## config.mk

```make
export PLATFORM = sky130hd
export DESIGN_NAME = cdb_arbiter
export DESIGN_NICKNAME = d
export VERILOG_FILES = /design/src/rtl/cdb_pkg.sv /design/src/rtl/cdb_result_fifo.sv /design/src/rtl/cdb_arbiter.sv
export SDC_FILE = /design/constraint.sdc
export NUM_CORES = 1
export LEC_CHECK = 0
export CAP_MARGIN = 20
export CORE_MARGIN = 2
export CORE_UTILIZATION = 45
export DETAILED_ROUTE_END_ITERATION = 10
export DONT_BUFFER_PORTS = 1
export GPL_ROUTABILITY_DRIVEN = 0
export GPL_TIMING_DRIVEN = 0
export HOLD_SLACK_MARGIN = 0.1
export PLACE_DENSITY = 0.61
export RECOVER_POWER = 50
export REMOVE_ABC_BUFFERS = 1
export SLEW_MARGIN = 20
export SYNTH_ARGS = -nofsm -noshare
export SYNTH_HDL_FRONTEND = slang
export SYNTH_SLANG_ARGS = --single-unit
export TNS_END_PERCENT = 1
```

## constraint.sdc

```tcl
create_clock -name clock -period 2.6 [get_ports clock]
set_clock_uncertainty 0.2 [all_clocks]
set_input_delay 0.26 -clock clock [delete_from_list [all_inputs] [get_ports clock]]
set_output_delay 0.26 -clock clock [all_outputs]
set_load 0.01 [all_outputs]
```

## src/rtl/cdb_pkg.sv

```systemverilog
// Shared field layout and helpers for the common data bus word.
// Pure definitions: no latency, no state.
// Not applicable: holds no flow-control logic.
package cdb_pkg;

    // CDB word layout: {dest_onehot[2:0], position[1:0], source, result[9:0]}
    localparam int CDB_DEST_MSB = 15;
    localparam int CDB_DEST_LSB = 13;
    localparam int CDB_POS_MSB  = 12;
    localparam int CDB_POS_LSB  = 11;
    localparam int CDB_SRC      = 10;
    localparam int CDB_DATA_MSB = 9;
    localparam int CDB_DATA_LSB = 0;

    localparam logic        SRC_SUMSUB = 1'b1;
    localparam logic        SRC_LDSD   = 1'b0;
    localparam logic [15:0] CDB_IDLE   = 16'h0000;

    // FIFO payload: {dest_onehot, position, result}; the source bit is added at the output
    localparam int PAYLOAD_W = 15;

    // Register index to the one-hot form the reservation station decodes; illegal -> 000
    function automatic logic [2:0] dest_onehot(input logic [2:0] dest);
        logic [2:0] oh;
        case (dest)
            3'd0:    oh = 3'b100;
            3'd1:    oh = 3'b010;
            3'd2:    oh = 3'b001;
            default: oh = 3'b000;
        endcase
        return oh;
    endfunction

endpackage

```

## src/rtl/cdb_result_fifo.sv

```systemverilog
// Small per-source result queue feeding the CDB arbiter.
// Latency: a word written at an edge is visible at the head after that edge (no bypass).
// Backpressure: ready = count < DEPTH, independent of push; pushes while full are ignored.
module cdb_result_fifo
    import cdb_pkg::*;
#(
    parameter int DEPTH = 2,
    parameter int WIDTH = PAYLOAD_W
) (
    input  logic                         clock,
    input  logic                         reset,
    input  logic                         flush,
    input  logic                         push,
    input  logic [WIDTH-1:0]             push_data,
    input  logic                         pop,
    output logic [WIDTH-1:0]             head,
    output logic                         ready,
    output logic                         nonempty,
    output logic [$clog2(DEPTH+1)-1:0]   count
);

    localparam int CW = $clog2(DEPTH + 1);
    localparam int PW = $clog2(DEPTH);

    logic [WIDTH-1:0] mem [DEPTH];
    logic [PW-1:0]    wr_ptr;
    logic [PW-1:0]    rd_ptr;
    logic             do_push;
    logic             do_pop;

    assign ready    = (count < CW'(DEPTH));
    assign nonempty = (count != '0);
    assign do_push  = push && ready && !flush;
    assign do_pop   = pop && nonempty && !flush;
    assign head     = mem[rd_ptr];

    // Storage array; contents are don't-care while the queue is empty
    always_ff @(posedge clock) begin
        if (do_push) begin
            mem[wr_ptr] <= push_data;
        end
    end

    // Pointers wrap naturally since DEPTH is a power of two; flush wins over push/pop
    always_ff @(posedge clock or negedge reset) begin
        if (!reset) begin
            wr_ptr <= '0;
            rd_ptr <= '0;
            count  <= '0;
        end else if (flush) begin
            wr_ptr <= '0;
            rd_ptr <= '0;
            count  <= '0;
        end else begin
            if (do_push) begin
                wr_ptr <= wr_ptr + PW'(1);
            end
            if (do_pop) begin
                rd_ptr <= rd_ptr + PW'(1);
            end
            case ({do_push, do_pop})
                2'b10:   count <= count + CW'(1);
                2'b01:   count <= count - CW'(1);
                default: count <= count;
            endcase
        end
    end

endmodule

```

## src/rtl/cdb_arbiter.sv

```systemverilog
// Queues sum/sub and load/store results and drives at most one onto the CDB per cycle.
// Latency: push at edge N -> earliest CDB word registered at edge N+1.
// Backpressure: per-source ready = FIFO not full; no same-cycle pop credit.
module cdb_arbiter
    import cdb_pkg::*;
#(
    parameter int DEPTH = 2,
    parameter int FAIR  = 1
) (
    input  logic                         clock,
    input  logic                         reset,
    input  logic                         flush,
    input  logic                         sumsub_valid,
    output logic                         sumsub_ready,
    input  logic [2:0]                   sumsub_reg_dest,
    input  logic [1:0]                   sumsub_position,
    input  logic [9:0]                   sumsub_result,
    input  logic                         ldsd_valid,
    output logic                         ldsd_ready,
    input  logic [2:0]                   ldsd_reg_dest,
    input  logic [1:0]                   ldsd_position,
    input  logic [9:0]                   ldsd_result,
    output logic [15:0]                  cdb,
    output logic                         grant_sumsub,
    output logic                         grant_ldsd,
    output logic                         drop_pulse,
    output logic [$clog2(DEPTH+1)-1:0]   sumsub_count,
    output logic [$clog2(DEPTH+1)-1:0]   ldsd_count
);

    logic                 ss_legal, ld_legal;
    logic                 ss_accept, ld_accept;
    logic                 ss_push, ld_push;
    logic                 drop_next;
    logic [PAYLOAD_W-1:0] ss_payload, ld_payload;
    logic [PAYLOAD_W-1:0] ss_head, ld_head;
    logic                 ss_nonempty, ld_nonempty;
    logic                 gnt_ss, gnt_ld;
    logic                 last_grant;

    // Illegal destinations are handshaken (so the unit is not stalled) but never stored
    assign ss_legal   = (sumsub_reg_dest <= 3'd2);
    assign ld_legal   = (ldsd_reg_dest <= 3'd2);
    assign ss_accept  = sumsub_valid && sumsub_ready && !flush;
    assign ld_accept  = ldsd_valid && ldsd_ready && !flush;
    assign ss_push    = ss_accept && ss_legal;
    assign ld_push    = ld_accept && ld_legal;
    assign drop_next  = (ss_accept && !ss_legal) || (ld_accept && !ld_legal);
    assign ss_payload = {dest_onehot(sumsub_reg_dest), sumsub_position, sumsub_result};
    assign ld_payload = {dest_onehot(ldsd_reg_dest), ldsd_position, ldsd_result};

    cdb_result_fifo #(.DEPTH(DEPTH), .WIDTH(PAYLOAD_W)) u_sumsub_fifo (
        .clock     (clock),
        .reset     (reset),
        .flush     (flush),
        .push      (ss_push),
        .push_data (ss_payload),
        .pop       (gnt_ss),
        .head      (ss_head),
        .ready     (sumsub_ready),
        .nonempty  (ss_nonempty),
        .count     (sumsub_count)
    );

    cdb_result_fifo #(.DEPTH(DEPTH), .WIDTH(PAYLOAD_W)) u_ldsd_fifo (
        .clock     (clock),
        .reset     (reset),
        .flush     (flush),
        .push      (ld_push),
        .push_data (ld_payload),
        .pop       (gnt_ld),
        .head      (ld_head),
        .ready     (ldsd_ready),
        .nonempty  (ld_nonempty),
        .count     (ldsd_count)
    );

    // Pick a winner from the pre-edge heads: round-robin on a tie, or load/store first
    always_comb begin
        gnt_ss = 1'b0;
        gnt_ld = 1'b0;
        if (!flush) begin
            if (ss_nonempty && ld_nonempty) begin
                if (FAIR != 0) begin
                    gnt_ss = (last_grant == SRC_LDSD);
                    gnt_ld = (last_grant == SRC_SUMSUB);
                end else begin
                    gnt_ld = 1'b1;
                end
            end else begin
                gnt_ss = ss_nonempty;
                gnt_ld = ld_nonempty;
            end
        end
    end

    // Register the bus word, grant flags, drop flag and round-robin history
    always_ff @(posedge clock or negedge reset) begin
        if (!reset) begin
            cdb          <= CDB_IDLE;
            grant_sumsub <= 1'b0;
            grant_ldsd   <= 1'b0;
            drop_pulse   <= 1'b0;
            last_grant   <= SRC_LDSD;
        end else if (flush) begin
            cdb          <= CDB_IDLE;
            grant_sumsub <= 1'b0;
            grant_ldsd   <= 1'b0;
            drop_pulse   <= 1'b0;
            last_grant   <= SRC_LDSD;
        end else begin
            grant_sumsub <= gnt_ss;
            grant_ldsd   <= gnt_ld;
            drop_pulse   <= drop_next;
            if (gnt_ss) begin
                cdb        <= {ss_head[14:10], SRC_SUMSUB, ss_head[9:0]};
                last_grant <= SRC_SUMSUB;
            end else if (gnt_ld) begin
                cdb        <= {ld_head[14:10], SRC_LDSD, ld_head[9:0]};
                last_grant <= SRC_LDSD;
            end else begin
                cdb        <= CDB_IDLE;
            end
        end
    end

endmodule

```

Word-level counts from Yosys, hierarchy flattened --
Memory sizes are Yosys's and may differ from the RTL's. Cells that the tools add are included.
Operators by class: add/subtract/negate cells 8, order comparisons 4, eq/ne operators 8, multiplexer cells 31, bitwise gates (word level) 1, reductions and logical operators 32
Operators by type and width (count):
- 16-bit two-way mux | 3
- 1-bit two-way mux | 22
- 3-bit case mux with 3 select lines | 2
- 1-bit logical AND | 17
- 2-bit nonzero test | 6
- 3-bit nonzero test | 3
- 2-bit case mux with 2 select lines | 2
- 3-bit by 1-bit equality test with 1-bit output, second input constant | 2
- 3-bit by 2-bit equality test with 1-bit output, second input constant | 2
- 3-bit by 2-bit less-or-equal comparator with 1-bit output, second input constant | 2
- 3-bit logical NOT | 2
- 1-bit adder, second input constant | 4
- 2-bit by 1-bit adder with 2-bit output, second input constant | 2
- 2-bit by 1-bit equality test with 1-bit output, second input constant | 2
- 2-bit equality test, second input constant | 2
- 2-bit < comparator, second input constant | 2
- 2-bit two-way mux | 2
- 2-bit by 1-bit subtractor with 2-bit output, second input constant | 2
- 1-bit logical NOT | 3
- 1-bit logical OR | 1
- 1-bit inverter | 1
Storage, ports and cells: bits in registers 28, RAM bits 60, input bits 35, output and inout port bits 25, logic and storage cells 97, memories 2
Memory list:
- u_ldsd_fifo.mem | words 2, width 15, read ports 1, clocked after memory_dff 0, wr ports 1, RTL line cdb_result_fifo.sv:25 | logic [WIDTH-1:0] mem [DEPTH];
- u_sumsub_fifo.mem | words 2, width 15, read ports 1, clocked after memory_dff 0, wr ports 1, RTL line cdb_result_fifo.sv:25

Logic depth before layout (Yosys ltp) --
Gate-level depths: netlist of the first run.
depth after elaboration 9, mapped depth 7, mapped depth without buffers 3

By module --
A second synthesis of the first run with hierarchy kept.
Unflattened totals: cell total of the unflattened synthesis 195, area total of the unflattened synthesis 3499.6 um^2
Modules (own cells, without submodules):
- cdb_result_fifo | instances 2, cells an instance 69, area an instance 1356.3 um^2, seq. area each 1001.0 um^2
- cdb_arbiter | instances 1, cells an instance 57, area an instance 787.0 um^2, seq. area each 475.5 um^2

Worst setup path before layout of the first run --
No wires, ideal clock.
path type register to register, start point register u_ldsd_fifo.count[1], end point memory u_ldsd_fifo.mem[0][0] (netlist name) (enable), library setup time 426 ps, data arrival time 2135 ps, data required time 1974 ps, slack -161 ps, stages on the path, launching flop included 3, cells stage by stage dfrtp_1 nand2b_1 nor4_1
On the way: longest elaborated chain between the ends 8
RTL lines:
- from (decl) | RTL line cdb_result_fifo.sv:19 | output logic [$clog2(DEPTH+1)-1:0] count
- from (signal assigned) | RTL line cdb_result_fifo.sv:62 | 2'b10: count <= count + CW'(1);
- from (signal assigned) | RTL line cdb_result_fifo.sv:63 | 2'b01: count <= count - CW'(1);
- from (signal assigned) | RTL line cdb_result_fifo.sv:64 | default: count <= count;
- 2-bit < comparator * | RTL line cdb_result_fifo.sv:31 | assign ready = (count < CW'(DEPTH));
- 1-bit logical AND (2 in series) | RTL line cdb_arbiter.sv:45 | assign ld_accept = ldsd_valid && ldsd_ready && !flush;
- 1-bit logical AND | RTL line cdb_arbiter.sv:47 | assign ld_push = ld_accept && ld_legal;
- 1-bit logical AND * (2 in series) | RTL line cdb_result_fifo.sv:33 | assign do_push = push && ready && !flush;
- 1-bit two-way mux * | RTL line cdb_result_fifo.sv:39 | if (do_push) begin
- 1-bit two-way mux (not written as such) * | RTL line cdb_result_fifo.sv:40 | mem[wr_ptr] <= push_data;
- to (decl) | RTL line cdb_result_fifo.sv:25
Every way passes the cells marked *; elsewhere a longest branch is shown, timed or not.

Worst setup path in the final report of the first run --
start point input flush, end point memory u_sumsub_fifo.mem[1][5] (netlist name) (enable)
On the way: longest elaborated chain between the ends 7
RTL lines:
- from (decl) | RTL line cdb_arbiter.sv:12 | input logic flush,
- 1-bit logical NOT * | RTL line cdb_result_fifo.sv:33, cdb_arbiter.sv:44
- 1-bit logical AND | RTL line cdb_arbiter.sv:44 | assign ss_accept = sumsub_valid && sumsub_ready && !flush;
- 1-bit logical AND | RTL line cdb_arbiter.sv:46 | assign ss_push = ss_accept && ss_legal;
- 1-bit logical AND | RTL line cdb_result_fifo.sv:33
- 1-bit logical AND * | RTL line cdb_result_fifo.sv:33
- 1-bit two-way mux * | RTL line cdb_result_fifo.sv:39
- 1-bit two-way mux (not written as such) * | RTL line cdb_result_fifo.sv:40
- to (decl) | RTL line cdb_result_fifo.sv:25
Marked as above.

==> results by group, run 1 <==
Pwr
  • NetSw: 0.603 mW
  • Clk pwr share: between 30% and 40%
  • Leak: around 1.4 nW
  • Peak VDD IR: 0.000347 V
  • Net Sw Frac: about a quarter
  • Register share of total power: between 60 and 70%
  • Total internal power: between 1.5 and 2 mW
  • PD cells: approximately 640 nW/um2
  • Gate power share: around 5.8%

Drt
  • Drt total wl: 6.40 mm
  • Number of vias per cell: between 5 and 6
  • Mean routed wirelength per cell: 18.5 um
  • Drc violations: 0
  • Vias post-DR: ~1,800
  • 1st-iter DRT viols: 88
  • DR pass1 iterations: 5
  • Final ANT Viol Nets: 0

Die
  • Starting Density: between 40% and 50%
  • Die height: 91.0 um
  • Die Width: between 90 and 100 um
  • Total core area: 7290 um2
  • Ports: 60
  • Die Area: 8290 um2
  • Site Rows: 31

CTS
  • Root Buffer Master: clkbuf_8
  • Cts bufs inserted: 9
  • CTS Buffer Depth: 2
  • CTS tree: yes
  • Clk_lat worst skew: ~0.35 ns
  • CTS sink cnt: 87
  • H-tree Lvls: 3
  • Reg clk slew, reported paths: around 0.08 ns

Critical path
  • Crit path launch type: primary input
  • CP Launch Point: flush
  • Crit path DAT: 2.21 ns
  • Worst setup path class: primary input to flop
  • CP Cell Sequence: dlygate4sd3_1, nor3b_1, and3_1
  • Worst r2r src: u_sumsub_fifo.count[1]$_DFFE_PN0P_
  • Worst-path maximum fanout: 15
  • Required @ worst endpoint: 2.39 ns
  • Crit end category: flop
  • Slowest stage delay, CP: around 0.73 ns
  • Slowest CP cell: dlygate4sd3_1

Layout
  • Fill cells: roughly 620
  • Area of the multi-input gates: about 800 um2
  • Share of post-route cells with drive strength above 1: around an eighth
  • N_diodes: 0
  • Layout area overhead: 17.5%
  • Register area: 2480 um2
  • Nets: 277
  • Commonest cells after routing, fill and taps aside: edfxtp_1 (60), dlygate4sd3_1 (37), mux2i_1 (33)
  • Fin util: ~55%
  • Commonest non-fill, non-tap cell in the layout: edfxtp_1

Placement
  • Port buffer count: 0
  • Final HPWL DP: ~4.2 mm

Global route
  • Initial antenna violation count: 0
  • Grt ovf: 0
  • GR Util All Layers: roughly 16%
  • Vias in the first global route: ~1,900
  • Largest net degree at the start of global routing: 28
  • First-pass GRT wire length: slightly below 10 mm

Logic synthesis
  • FF+latch count, synth: 87
  • Yosys warnings: 0
  • Unique masters post-synth: 32
  • Mapped Area: roughly 3400 um2
  • Async set-reset flop share out of synthesis: a little under a third
  • Seq/Total Area, Yosys: approximately 73%
  • Synth Instances: between 200 and 250
  • Syn Area/Cell: between 15 and 20 um2
  • Top_reg_cell synth: edfxtp_1
  • Number of synthesized flops with an enable pin: 60

Job
  • Max-cap viol count: 1

Timing
  • Hold Slack: between 0.1 and 0.15 ns
  • Final min period: around 2.4 ns
  • Final setup violation count: 0
  • Final hold vios: 0
  • RSZ-0062 raised after global routing: false
  • Tcrit/Tclk final: ~93%
  • Setup TNS: 0 ns
  • Fmax: between 0.4 and 0.5 GHz
  • Worst slew pin tran: roughly 1.6 ns
  • Rel. slew slack: -6.12%
  • Max Transition Viols Final: 28

Min path
  • HP Start: sumsub_reg_dest[0]
  • Hold Crit Class: primary input to flop

Outcome
  • Failing checks: max-capacitance violations, max-slew violations
  • Status: finished, violations left
==> worst paths after layout <==
path,cells past startpoint,to,slack (ns)
setup / recovery,3,u_sumsub_fifo.mem[1][5]$_DFFE_PP_,0.18
hold reg to reg,2,cdb[1]$_DFF_PN0_,0.35
max in group asynchronous,2,u_sumsub_fifo.count[1]$_DFFE_PN0P_,0.64
setup reg to reg,2,u_sumsub_fifo.mem[1][5]$_DFFE_PP_,0.34
min in group asynchronous,2,cdb[13]$_DFF_PN0_,0.64
hold / removal,2,drop_pulse$_DFF_PN0_,0.12
==> critical path, delay by kind of cell <==
kind | cells | cell delay, ns
simple gates | 2 | 1.21
buf+inv | 1 | 0.73
==> per-stage QoR <==
step	area (um2)	power (mW)	worst slack (ns)	std cells
floorplan	3290	1.63	-0.161	191
global placement	3420	1.65	-0.843	290
detailed placement	3440	1.66	0.212	292
CTS	4020	2.58	0.136	346
global route	4000	2.66	0.0576	346
finish	4000	2.55	0.179	346
==> flip-flops by register name, summed over array words and instances, names as in the netlist, 2 cells and up <==
name,count
u_ldsd_fifo.mem,30
u_sumsub_fifo.mem,30
cdb,16
u_ldsd_fifo.count,2
u_sumsub_fifo.count,2
==> repair_timing <==
action                                  4_1_cts  5_1_grt
hold buffers                                 38        0
endpoints found under the hold margin       105        0
resized for setup                             0        1
endpoints found under the setup margin        0       15
buffers inserted                              0        0
==> power by group through the flow <==
stage                     Clock, mW  Combinational, mW  Sequential [mW]
after floorplan                   0             0.0626             1.57
after global placement            0             0.0764             1.58
after detailed placement          0             0.0829             1.58
after CTS                     0.885              0.151             1.55
after global routing          0.954              0.162             1.55
final                         0.861              0.148             1.54
==> area by class of cell <==
| cell class | instances | area share [%] |
|---|---|---|
| repair buffers | 40 | 9.75 |
| well taps | 99 | 3.09 |
| clock buffers | 10 | 3.19 |
| flip-flops and latches | 87 | 61.9 |
| inverters | 8 | 0.750 |
| multi-input cells | 96 | 20.0 |
| clock inverters | 6 | 1.34 |
==> synthesized netlist by cell type, drive strengths merged, types with 2 or more instances <==
cell type,instances,area share (%)
nand2,3,0.33
nor3b,6,1.3
mux2i,33,9.7
nor3,3,0.44
and3,2,0.37
inv,8,0.88
o41ai,2,0.51
or3,5,0.92
nor2,3,0.33
o21ai,4,0.59
edfxtp,60,53
dfrtp,27,20
a21o,2,0.44
o22ai,15,4.6
a21oi,7,1.0
buf,12,3.2
==> logic make-up (layout without fill, tap and decap cells) <==
| family | after synthesis | count (layout) | synth area share (%) |
|---|---|---|---|
| flops | 87 | 87 | 72.7 |
| compound gates | 36 | 36 | 8.70 |
| mux | 33 | 33 | 9.69 |
| buf+inv | 21 | 64 | 4.22 |
| xor+xnor | 1 | 1 | 0.257 |
| simple gates | 26 | 26 | 4.44 |
==> per-layer routing <==
layer | wire length [um] | vias to the layer above | part of all wire [%] | track usage [%]
li1 | - | 853 | - | -
met1 | 2830 | 882 | 44 | 20.7
met2 | 3150 | 53 | 49 | 25.8
met3 | 308 | 10 | 4.8 | 4.90
met4 | 118 | 0 | 1.8 | 7.95
met5 | 0 | - | 0 | 0
Power figures use the tool's default switching activity.
==> run 2, diff against run 1 <==
CTS_BUF_LIST = sky130_fd_sc_hd__clkbuf_2   (was default)
CTS_CLUSTER_SIZE = 24   (was default)
==> run 2 against run 1 <==
The flow now finishes without violations; worst setup slack lost 0.033 ns; largest cell class unchanged; routed wire length shrank 1.0%; fmax fell by 1.3%; via count grew 0.50%; global-route usage down 0.16 points; cell count is 2.0% higher; clock power shrank 28%; largest power group unchanged; register-to-register slack got worse by 0.12 ns.
==> results by group, run 2 (synthesis results as in run 1) <==
Placement
  • Placed cell areas: ~3400 um2
  • Port buffer count: 0
  • Final HPWL DP: ~4.2 mm
  • Setup WS pre-CTS: between 0.2 and 0.25 ns

Die
  • Starting Density: approximately 47%
  • Die Area: a little over 8000 um2
  • Die height: 91.0 um
  • Site Rows: 31
  • Total core area: about 7300 um2
  • Die Width: roughly 91 um
  • Ports: 60

Pwr
  • PD cells: between 500 and 600 nW/um2
  • Leak: 1.44 nW
  • Peak VDD IR: 0.000296 V

Global route
  • Largest net degree at the start of global routing: 28
  • Initial antenna violation count: 0
  • First-pass GRT wire length: 9.98 mm
  • GR Util All Layers: roughly 16%
  • Vias in the first global route: 1,912
  • Grt ovf: 0

Timing
  • Setup TNS: 0 ns
  • RSZ-0062 raised after global routing: false
  • Max Transition Viols Final: 0
  • Rel. slew slack: between 10% and 20%
  • Worst slew pin tran: 1.27 ns
  • Fmax: about 0.4 GHz
  • Final min period: about 2.5 ns
  • Final hold vios: 0
  • Tcrit/Tclk final: between 90 and 100%
  • Setup ws final: 0.146 ns
  • Final setup violation count: 0

Layout
  • Commonest non-fill, non-tap cell in the layout: edfxtp_1
  • Share of post-route cells with drive strength above 1: approximately an eighth
  • Commonest cells after routing, fill and taps aside: edfxtp_1 (60), dlygate4sd3_1 (43), mux2i_1 (33)
  • Largest regs: u_ldsd_fifo.mem x30, u_sumsub_fifo.mem x30, cdb x16
  • N_diodes: 0
  • Nets: 284
  • Final Cell Area: 4020 um2
  • Layout area overhead: 17.8%

CTS
  • Reg clk slew, reported paths: between 0.2 and 0.3 ns
  • CTS Buffer Depth: 2
  • Cts bufs inserted: 9
  • CTS tree: yes
  • Clk_lat worst skew: 0.52 ns
  • Root Buffer Master: clkbuf_2
  • CTS sink cnt: 87
  • H-tree Lvls: 3

Critical path
  • Required @ worst endpoint: approximately 2.7 ns
  • CP Capture Point: u_ldsd_fifo.mem[0][8]$_DFFE_PP_
  • CP Launch Point: ldsd_reg_dest[2]
  • Crit path launch type: primary input
  • Worst-path maximum fanout: 7
  • Worst setup path class: primary input to flop
  • Worst Reg-to-Reg Cells: 5
  • Worst r2r src: u_ldsd_fifo.count[1]$_DFFE_PN0P_
  • Register-to-register setup slack: around 0.22 ns
  • Crit path DAT: between 2 and 3 ns
  • Critical R2R Capture: u_ldsd_fifo.wr_ptr$_DFFE_PN0P_
  • Crit end category: flop

Job
  • Max-cap viol count: 0

Drt
  • 1st-iter DRT viols: between 60 and 70
  • Vias post-DR: ~1,800
  • Drc violations: 0
  • Drt total wl: ~6.3 mm
  • DR pass1 iterations: 4
  • Number of vias per cell: slightly above 5
  • Final ANT Viol Nets: 0
  • Mean routed wirelength per cell: 18.0 um

Min path
  • Hold Crit Class: primary input to flop

Outcome
  • Status: completed
==> run 2: power by group <==
group,internal (mW),switching (mW),leakage [nW]
clock network,0.146,0.470,0.0646
registers,1.52,0.0301,0.911
logic,0.0844,0.0750,0.469
==> run 2: cell type report <==
type                    instances  area, um2
inverters                       8       30.0
clock buffers                  10       50.0
multi-input cells              96        801
well taps                      99        124
repair buffers                 47        479
flip-flops and latches         87       2480
clock inverters                 6       53.8
fillers                       628       3280
==> run 2: per-layer routing <==
| layer | track usage (%) | share of wire (%) |
|---|---|---|
| met1 | 20.9 | 43 |
| met2 | 25.9 | 51 |
| met3 | 3.82 | 4.1 |
| met4 | 7.95 | 1.6 |
| met5 | 0 | 0 |
==> run 2: worst min-delay path by stage <==
stage                                  start                                 end  slack (ns)  depth (start not counted)
after floorplan                        reset                    cdb[0]$_DFF_PN0_       -0.24                          0
after global placement                 reset    u_sumsub_fifo.rd_ptr$_DFFE_PN0P_       -0.23                          0
after detailed placement               reset    u_sumsub_fifo.rd_ptr$_DFFE_PN0P_       -0.23                          0
after CTS                     ldsd_result[9]     u_ldsd_fifo.mem[0][9]$_DFFE_PP_        0.11                          1
after global routing        sumsub_result[4]   u_sumsub_fifo.mem[1][4]$_DFFE_PP_        0.11                          1
final                     sumsub_position[0]  u_sumsub_fifo.mem[0][10]$_DFFE_PP_        0.17                          1
==> run 2: metrics by stage <==
step	power, mW	util, %	hold WS [ns]	instances
floorplan	1.63	-	-0.236	191
global placement	1.65	46.9	-0.234	290
detailed placement	1.66	47.2	-0.234	292
CTS	2.35	55.1	0.107	353
global route	2.43	55.1	0.112	353
finish	2.32	55.1	0.170	353
==> run 2: worst max-delay path: stages <==
cell	delay (ns)
dlygate4sd3_1	0.60
a21o_1	0.22
dlygate4sd3_1	0.62
nor4_2	0.37
buf_2	0.29
buf_6	0.16
==> run 2: repair_timing <==
action                                  in CTS  in global routing
gates resized for setup                      0                  2
endpoints found under the hold margin      127                  0
endpoints found under the setup margin       0                 12
buffers inserted                             0                  0
hold buffers                                45                  0
==> run 3, diff against run 2 <==
PLACE_DENSITY = 0.59   (was 0.61)
clock period = 2.3 ns   (was 2.6 ns; I/O delays follow)
==> run 3 against run 2 <==
Count of clock-buffer cells in the layout is 1 lower; clock power is 36% higher; core utilization is 1.3 points higher; first-iteration DRC count is 64% higher; cell count is 2.3% higher; critical path depth is 3 lower; sequential share of layout area is 1.4 points lower.
==> results by group, run 3 (synthesis results as in run 1) <==
Critical path
  • CP Cell Sequence: o21a_1, or3_1, o22ai_2
  • Crit end category: flop
  • Required @ worst endpoint: 2.55 ns
  • Worst Reg-to-Reg Cells: 3
  • Slowest CP cell: or3_1
  • Critical R2R Capture: cdb[14]$_DFF_PN0_
  • Register-to-register setup slack: approximately 0.17 ns
  • Worst setup path class: flop to flop
  • Worst-path maximum fanout: 17
  • Crit path launch type: flop
  • Worst r2r src: u_ldsd_fifo.count[0]$_DFFE_PN0P_
  • Slowest stage delay, CP: 0.68 ns
  • Crit path DAT: roughly 2.4 ns

Timing
  • Tcrit/Tclk final: 92.8%
  • Max Transition Viols Final: 0
  • Final setup violation count: 0
  • Fmax: between 0.4 and 0.5 GHz
  • RSZ-0062 raised after global routing: false
  • Final hold vios: 0
  • Setup ws final: 0.165 ns
  • Worst slew pin tran: ~0.9 ns
  • Rel. slew slack: between 30% and 40%
  • Final min period: approximately 2.1 ns
  • Setup TNS: 0 ns

Die
  • Die height: 91.0 um
  • Starting Density: between 40 and 50%
  • Ports: 60
  • Die Area: roughly 8300 um2
  • Total core area: between 7000 and 8000 um2
  • Site Rows: 31
  • Die Width: between 90 and 100 um

Drt
  • Routed wl met3: 339 um
  • Detail Route met2 WL: 3.21 mm
  • Drt total wl: between 6 and 7 mm
  • Mean routed wirelength per cell: roughly 18 um
  • DR pass1 iterations: 4
  • Metal1 wirelength: ~2.8 mm
  • 1st-iter DRT viols: ~110
  • Number of vias per cell: ~5.2
  • Vias post-DR: around 1,900
  • Drc violations: 0
  • Final ANT Viol Nets: 0
  • Max Used Layer: met4

Global route
  • Grt ovf: 0
  • First-pass GRT wire length: around 10 mm
  • Initial antenna violation count: 0
  • Vias in the first global route: 2,036
  • Largest net degree at the start of global routing: 28
  • GR Util All Layers: between 10% and 20%

Layout
  • Largest regs: u_ldsd_fifo.mem x30, u_sumsub_fifo.mem x30, cdb x16
  • Commonest cells after routing, fill and taps aside: edfxtp_1 (60), dlygate4sd3_1 (50), mux2i_1 (33)
  • Nets: 292
  • Commonest non-fill, non-tap cell in the layout: edfxtp_1
  • Register area: between 2000 and 2500 um2
  • Area of the multi-input gates: around 810 um2
  • Fill cells: 606
  • Layout area overhead: 20.6%
  • Share of post-route cells with drive strength above 1: around 13%
  • N_diodes: 0

CTS
  • Cts bufs inserted: 9
  • Setup bufs post-CTS: 0
  • CTS sink cnt: a little under 90
  • Root Buffer Master: clkbuf_2
  • Clk_lat worst skew: between 0.5 and 0.6 ns
  • H-tree Lvls: 3
  • CTS tree: yes
  • Reg clk slew, reported paths: 0.26 ns
  • CTS Buffer Depth: 2

Min path
  • HP Start: sumsub_result[0]
  • Hold Crit Class: primary input to flop
  • Hold Crit Depth: 1
  • Hold EP: u_sumsub_fifo.mem[1][0]$_DFFE_PP_

Placement
  • Port buffer count: 0
  • Setup WS pre-CTS: -0.0965 ns
  • Final HPWL DP: 4.15 mm

Pwr
  • PD cells: 676 nW/um2
  • Peak VDD IR: ~0.00036 V
  • Leak: between 1 and 1.5 nW

Outcome
  • Status: completed

Job
  • Max-cap viol count: 0
## run 3: cell types whose count changed in the layout (fill, tap and decap cells not counted), sizes merged
cell | previous run | this run
buf | 3 | 2
bufinv | 0 | 1
clkdlybuf4s25 | 0 | 1
clkinv | 3 | 0
dlygate4sd3 | 43 | 50
dlymetal6s2s | 1 | 0
dlymetal6s4s | 0 | 1
inv | 10 | 13
## run 3: timing repair
item                                    in CTS  in global routing
hold buffers                                51                  2
gates resized for setup                      1                  3
endpoints found under the hold margin      127                 15
endpoints found under the setup margin      15                 26
## run 3: cell type report
| type | instances | area share [%] |
|---|---|---|
| clock inverter | 7 | 2.10 |
| multi-input combinational | 96 | 19.6 |
| sequential | 87 | 60.3 |
| tap | 99 | 3.01 |
| timing repair buffer | 55 | 13.2 |
| inverter | 8 | 0.731 |
| clock buffer | 9 | 1.10 |
## run 3: worst max-delay path: cells and delay by family (launching register included)
| family | cells | cell delay, ns |
|---|---|---|
| compound gates | 2 | 0.60 |
| simple gates | 1 | 0.68 |
| flops | 1 | 0.58 |
## run 3: per-stage QoR
stage	total power [mW]	instances	utilization (%)	cell area (um2)	hold WS (ns)
4_1_cts	2.80	359	56.3	4110	0.100
6_report	2.78	361	56.4	4110	0.150
2_1_floorplan	1.84	191	-	3290	-0.266
3_3_place_gp	1.87	290	46.9	3420	-0.265
5_1_grt	2.88	361	56.4	4110	0.109
3_5_place_dp	1.87	292	47.2	3440	-0.265
## run 3: how the worst max path moves through the flow
stage | startpoint | to | slack, ns
floorplan | u_ldsd_fifo.count[1]$_DFFE_PN0P_ | u_ldsd_fifo.mem[0][0]$_DFFE_PP_ | -0.46
global placement | u_ldsd_fifo.count[1]$_DFFE_PN0P_ | u_ldsd_fifo.mem[0][6]$_DFFE_PP_ | -1.14
detailed placement | u_sumsub_fifo.count[1]$_DFFE_PN0P_ | u_sumsub_fifo.mem[0][11]$_DFFE_PP_ | -0.1
CTS | u_sumsub_fifo.count[1]$_DFFE_PN0P_ | u_sumsub_fifo.mem[1][12]$_DFFE_PP_ | 0.05
global route | u_ldsd_fifo.count[0]$_DFFE_PN0P_ | last_grant$_DFFE_PN0P_ | 0.0005
finish | u_ldsd_fifo.count[0]$_DFFE_PN0P_ | cdb[14]$_DFF_PN0_ | 0.17
## run 3: where the power goes
group          total, mW  switching (mW)  leakage, nW  internal [mW]
sequential          1.75          0.0350        0.912           1.71
clock              0.838           0.558       0.0774          0.279
combinational      0.190          0.0882        0.499          0.102
total               2.78           0.682         1.49           2.10
## run 3: metal layers
layer,up-vias,GRT usage (%)
met5,-,0
met4,0,7.07
met3,8,3.98
met2,51,27.0
met1,930,20.9
li1,884,-
